$ cat config.mk
export PLATFORM = sky130hd
export DESIGN_NAME = ecc_decode_sched
export DESIGN_NICKNAME = d
export VERILOG_FILES = /design/src/rtl/ecc_decode_sched.sv
export SDC_FILE = /design/constraint.sdc
export NUM_CORES = 2
export LEC_CHECK = 0
export ABC_AREA = 1
export ABC_CLOCK_PERIOD_IN_PS = 3300
export BUFFER_PORTS_ARGS = -buffer_cell sky130_fd_sc_hd__buf_2
export CAP_MARGIN = 0
export CORE_AREA = 2 2 393 395
export DETAILED_ROUTE_END_ITERATION = 6
export DIE_AREA = 0 0 395 397
export GPL_ROUTABILITY_DRIVEN = 1
export PLACE_DENSITY = 0.48
export REMOVE_ABC_BUFFERS = 1
export SLEW_MARGIN = 10
export SYNTH_ARGS = -nofsm -noshare
export SYNTH_HDL_FRONTEND = slang
export SYNTH_SLANG_ARGS = --single-unit
$ cat constraint.sdc
create_clock -name clk -period 3.3 [get_ports clk]
set_input_delay 0.33 -clock clk [delete_from_list [all_inputs] [get_ports clk]]
set_output_delay 0.33 -clock clk [all_outputs]
set_load 0.02 [all_outputs]
$ cat src/rtl/ecc_decode_sched.sv
// Request/grant sequencer feeding one shared Hamming(15,11) decoder a chunk per cycle.
// Optional corrected-chunk counter is built only when ECC_ERRCNT_EN is defined.
module ecc_decode_sched #(
   parameter int NCHUNK = 24,
   parameter int K      = 11,
   parameter int P      = 4,
   parameter int CW     = 5
) (
   input  logic                  clk,
   input  logic                  reset,
   input  logic [1:0]            req,
   input  logic [NCHUNK*K-1:0]   data0,
   input  logic [NCHUNK*P-1:0]   helper0,
   input  logic [NCHUNK*K-1:0]   data1,
   input  logic [NCHUNK*P-1:0]   helper1,
   output logic [1:0]            gnt,
   output logic                  busy,
   output logic                  done,
   output logic [NCHUNK*K-1:0]   o_data,
   output logic [14:0]           dec_cw,
   input  logic [K-1:0]          dec_data,
   input  logic                  dec_err,
   output logic [CW-1:0]         err_cnt
);

   // IDLE: arbitrate | RUN: one chunk per cycle | DONE: one-cycle done, grant still held
   typedef enum logic [1:0] {S_IDLE, S_RUN, S_DONE} state_t;

   state_t                r_state;
   state_t                w_state_nxt;
   logic [NCHUNK*K-1:0]   r_data;
   logic [NCHUNK*P-1:0]   r_helper;
   logic [NCHUNK*K-1:0]   r_odata;
   logic [CW-1:0]         r_cnt;
   logic [1:0]            r_gnt;
   logic                  r_rr;
   logic                  w_pick;
   logic                  w_owner_req;
   logic                  w_abort;
   logic                  w_last;
   logic [K-1:0]          w_d;
   logic [P-1:0]          w_p;

   // r_rr remembers the last requester served; on contention the other one wins
   assign w_pick      = (req == 2'b11) ? ~r_rr : req[1];
   assign w_owner_req = r_gnt[1] ? req[1] : req[0];
   assign w_abort     = (r_state == S_RUN) && !w_owner_req;
   assign w_last      = (r_cnt == CW'(NCHUNK - 1));

   always_ff @(posedge clk) begin
      if (reset) r_state <= S_IDLE;
      else       r_state <= w_state_nxt;
   end

   always_comb begin
      w_state_nxt = r_state;
      busy        = 1'b0;
      done        = 1'b0;
      case (r_state)
         S_IDLE: if (|req) w_state_nxt = S_RUN;
         S_RUN: begin
            busy = 1'b1;
            if (w_abort)     w_state_nxt = S_IDLE;
            else if (w_last) w_state_nxt = S_DONE;
         end
         S_DONE: begin
            done        = 1'b1;
            w_state_nxt = S_IDLE;
         end
         default: w_state_nxt = S_IDLE;
      endcase
   end

   always_ff @(posedge clk) begin
      if (reset) begin
         r_data   <= '0;
         r_helper <= '0;
         r_odata  <= '0;
         r_cnt    <= '0;
         r_gnt    <= '0;
         r_rr     <= 1'b0;
      end else begin
         case (r_state)
            S_IDLE: if (|req) begin
               r_gnt    <= w_pick ? 2'b10 : 2'b01;
               r_rr     <= w_pick;
               r_data   <= w_pick ? data1 : data0;
               r_helper <= w_pick ? helper1 : helper0;
               r_cnt    <= '0;
            end
            S_RUN: begin
               if (w_abort) begin
                  r_gnt   <= '0;
                  r_odata <= '0;
                  r_cnt   <= '0;
               end else begin
                  for (int i = 0; i < NCHUNK; i++)
                     if (r_cnt == CW'(i)) r_odata[K*i +: K] <= dec_data;
                  r_cnt <= r_cnt + CW'(1);
               end
            end
            S_DONE: r_gnt <= '0;
            default: r_gnt <= '0;
         endcase
      end
   end

   // Current chunk out of the snapshot; codeword is interleaved at positions 1,2,4,8 for parity
   always_comb begin
      w_d = '0;
      w_p = '0;
      for (int i = 0; i < NCHUNK; i++)
         if (r_cnt == CW'(i)) begin
            w_d = r_data[K*i +: K];
            w_p = r_helper[P*i +: P];
         end
      dec_cw = '0;
      if (r_state == S_RUN)
         dec_cw = {w_d[10:4], w_p[3], w_d[3:1], w_p[2], w_d[0], w_p[1], w_p[0]};
   end

`ifdef ECC_ERRCNT_EN
   logic [CW-1:0] r_err_cnt;

   always_ff @(posedge clk) begin
      if (reset)
         r_err_cnt <= '0;
      else if (r_state == S_IDLE && (|req))
         r_err_cnt <= '0;
      else if (r_state == S_RUN && !w_abort && dec_err && r_err_cnt != CW'(NCHUNK))
         r_err_cnt <= r_err_cnt + CW'(1);
   end

   assign err_cnt = r_err_cnt;
`else
   logic w_unused_dec_err;

   assign w_unused_dec_err = dec_err;
   assign err_cnt          = '0;
`endif

   assign gnt    = r_gnt;
   assign o_data = r_odata;

endmodule
==> results.md <==
* Outcome: finished, violations left
* Failing checks: setup timing
* Reg2Reg Depth at 7
* Yosys warns at 0
* Pre-antenna DRT Iters at 6
* Iter 0 DRT Violations at 2,386
* Synth unique cells at 34
* Synthesized area at 28,300 um^2
* Largest net degree at the start of global routing at 126
* Skew final at 0.0265 ns
* FF-to-FF Start: r_state[1]
* Power share of the sequential group at 0.388
* TNS Setup at -11.90 ns
* Fillers at 16,614
* VDD IR max at 0.000328 V
* Max Slew Vio Count at 0
* Port bufs at 1,017
* Layout Nets at 6,469
* CP dominant cell by count: nand2_2
* Buf+Inv Stages, Crit Path at 3
* Critical path capture point: dec_cw[12]
* Worst-case clock buffer depth at 3
* Initial core utilization at 0.185
* WHS Path Cells at 3
* I/O Pins at 1,024
* CP startpoint: r_cnt[0]
* CP top delay family: simple AND/OR/NAND/NOR gates
* Clock Tree Root: clkbuf_16
* Worst setup EP type: output pin
* Die Width at 395 um
* Overall global routing resource usage at 0.197
* WL/cell at 20.7 um
* NetSw at 6930 uW
* Synthesized flop and latch total at 634
* Final critical-path share of the clock period at 1.27
* Final setup violating endpoints at 15
* Final wirelength at 162 mm
* ANT nets after route at 0
* Clk pwr share at 0.407
* Synth top area cells: dfxtp_1 (45%), nand2_1 (16%), o21ai_0 (12%)
* Worst setup margin at -0.904 ns
* Data arrival, critical path at 3.87 ns
* Crit-path max FO at 6
* Post-Layout Cell Count at 7,856
* Core area at 153,000 um^2
* Slowest CP cell: dfxtp_4
* CTS buffer count at 78
* Vias in the first global route at 34,877
* H-tree Lvls at 3
* GRT overflow at 0
* Final hold viol count at 0
* Period minus WS final at 4.20 ns
* Fmax at 238 MHz
* Via-to-Cell Ratio at 4.56
* Final instance area at 47,400 um^2
* Hold crit path type: in -> reg
* RSZ-0062 raised after global routing: true
* Sw Ratio at 0.302
* Syn Inst Count at 4,077
* Cell depth of the worst setup path at 30
* TritonCTS clock tree: done
* Max Cap Viol at 0
* Chip Height at 397 um
* Comb power frac at 0.204
* Clock Sinks at 634
* Core Rows at 144
* Yosys top cell by area: dfxtp_1
* DP Wirelength at 119 mm
* Lkg Pwr at 0.0219 uW
* Antenna violations before repair at 39
* Fin util at 0.310
* Worst slew pin tran at 0.762 ns
* Delay of the slowest critical-path stage at 0.37 ns
* Die area at 157,000 um^2
* Vias at 35,827
* Worst R2R End: r_data[46]
* Worst-skew pair later-pin latency at 0.69 ns
* Setup CP Type: reg -> out
* Slew margin rel. at 0.487
* Nature of the critical path startpoint: register
* Layout cells sized above 1 at 0.279
* Top cell type's share of synthesized area at 0.448
* R2r setup slk at 0.36 ns
* Post-synthesis sequential area ratio at 0.448
* Routability cong. at 0.881
* PwrDens at 483 nW/um^2
* First-pass GRT wire length at 230 mm
* Placed inst area at 36,600 um^2
* Placed insts at 6,973
* Tot Pwr at 22,900 uW
* Reg clk slew, reported paths at 0.06 ns
* Worst path required time at 2.97 ns
* Drt drc at 0
* Synth Area per Inst at 6.95 um^2
* Internal power at 16,000 uW
* Area Overhead vs Synth at 67.3%
## routing by layer
layer | up-vias | share of wire | track usage | routed length [um]
li1 | 17082 | - | - | -
met1 | 17149 | 0.43 | 0.249 | 69800
met2 | 1273 | 0.47 | 0.330 | 76500
met3 | 301 | 0.056 | 0.0337 | 9170
met4 | 22 | 0.041 | 0.0855 | 6720
met5 | - | 0.00092 | 0 | 150
## how the worst min path moves through the flow
stage                            from            to  slack (ns)
after floorplan                 reset        gnt[0]        0.40
final                     helper0[54]  r_helper[54]        0.05
after detailed placement   o_data[35]    o_data[35]        0.46
after CTS                  data1[115]   r_data[115]       0.002
after global placement    o_data[263]   o_data[263]        0.45
after global routing      helper1[71]  r_helper[71]        0.02
## flip-flops by register name (all words and copies together), names as in the netlist
signal / flops
o_data: 264
r_cnt: 5
gnt: 2
r_helper: 96
r_state: 2
r_rr: 1
r_data: 264
## final cells by class
cell class | instances | area [um^2] | share of cell area
well taps | 2044 | 2560 | 0.0539
clock inverters | 32 | 425 | 0.00897
multi-input cells | 2904 | 14300 | 0.302
inverters | 181 | 719 | 0.0152
clock buffers | 112 | 2360 | 0.0498
flip-flops and latches | 634 | 12700 | 0.268
repair inverters | 1 | 7.51 | 0.000158
repair buffers | 1928 | 14300 | 0.301
diodes | 20 | 50.0 | 0.00106
## power by group through the flow
| stage | combinational, uW | sequential, uW | clock, uW |
|---|---|---|---|
| floorplan | 1830 | 8910 | 0 |
| global placement | 3540 | 9050 | 0 |
| detailed placement | 3540 | 9040 | 0 |
| CTS | 4600 | 8880 | 9600 |
| global route | 5100 | 8950 | 9930 |
| finish | 4680 | 8900 | 9330 |
## stage by stage
stage	worst slack [ns]	hold WS, ns
2_1_floorplan	-23.42	0.399
3_3_place_gp	-0.508	0.448
3_5_place_dp	-0.556	0.458
4_1_cts	-0.979	0.00216
5_1_grt	-1.20	0.0230
6_report	-0.904	0.0537
## cells by family after synthesis
logic type | Yosys count | share of synthesized area
AND/OR/NAND/NOR | 1584 | 0.224
other | 1 | 0.000132
AO/OA/AOI/OAI | 1310 | 0.250
adder cells (fa/ha/maj) | 5 | 0.00221
buffers and inverters | 543 | 0.0753
flip-flops | 634 | 0.448
## placed cells by master, fill, tap and decap left out, types with 15 or more instances in the layout
| master | count |
|---|---|
| nand2_1 | 1126 |
| buf_2 | 1002 |
| dlygate4sd3_1 | 703 |
| o21ai_0 | 672 |
| dfxtp_1 | 630 |
| a31oi_1 | 361 |
| a21oi_1 | 211 |
| buf_4 | 172 |
| nor2_1 | 168 |
| inv_1 | 161 |
| clkbuf_16 | 80 |
| nand3_2 | 69 |
| nand3_1 | 67 |
| or2_2 | 50 |
| nand2_2 | 47 |
| buf_12 | 37 |
| clkbuf_8 | 24 |
| a21oi_2 | 21 |
| diode_2 | 20 |
| a211oi_1 | 16 |
| o211ai_1 | 15 |
## worst reg2reg max path, stage by stage (launching register included)
cell and delay (ns):
dfxtp_1 0.35, nor2_1 0.27, o21ai_0 0.35, inv_8 0.51, buf_4 0.52, o21ai_0 0.15
a31oi_1 0.17, dlygate4sd3_1 0.57
## cells in the mapped netlist (all sizes together)
master  instances
a211oi         16
a21oi         233
a221oi          1
a31oi         361
buf            42
clkbuf        320
clkinv          2
conb            1
dfxtp         634
ha              5
inv           179
nand2        1181
nand3         145
nand3b          3
nand4          10
nor2          187
nor3            1
o211ai         15
o21ai         682
o21bai          1
o22ai           1
or2            57
## repair_timing
item | in CTS | in global routing
hold endpoints to repair | 362 | 0
endpoints found under the setup margin | 15 | 15
hold buffers | 703 | 0
pin swaps | 47 | 93
gates cloned | 1 | 1
gates resized for setup | 135 | 83
buffers inserted | 8 | 7
(Power assumes the default switching activity.)
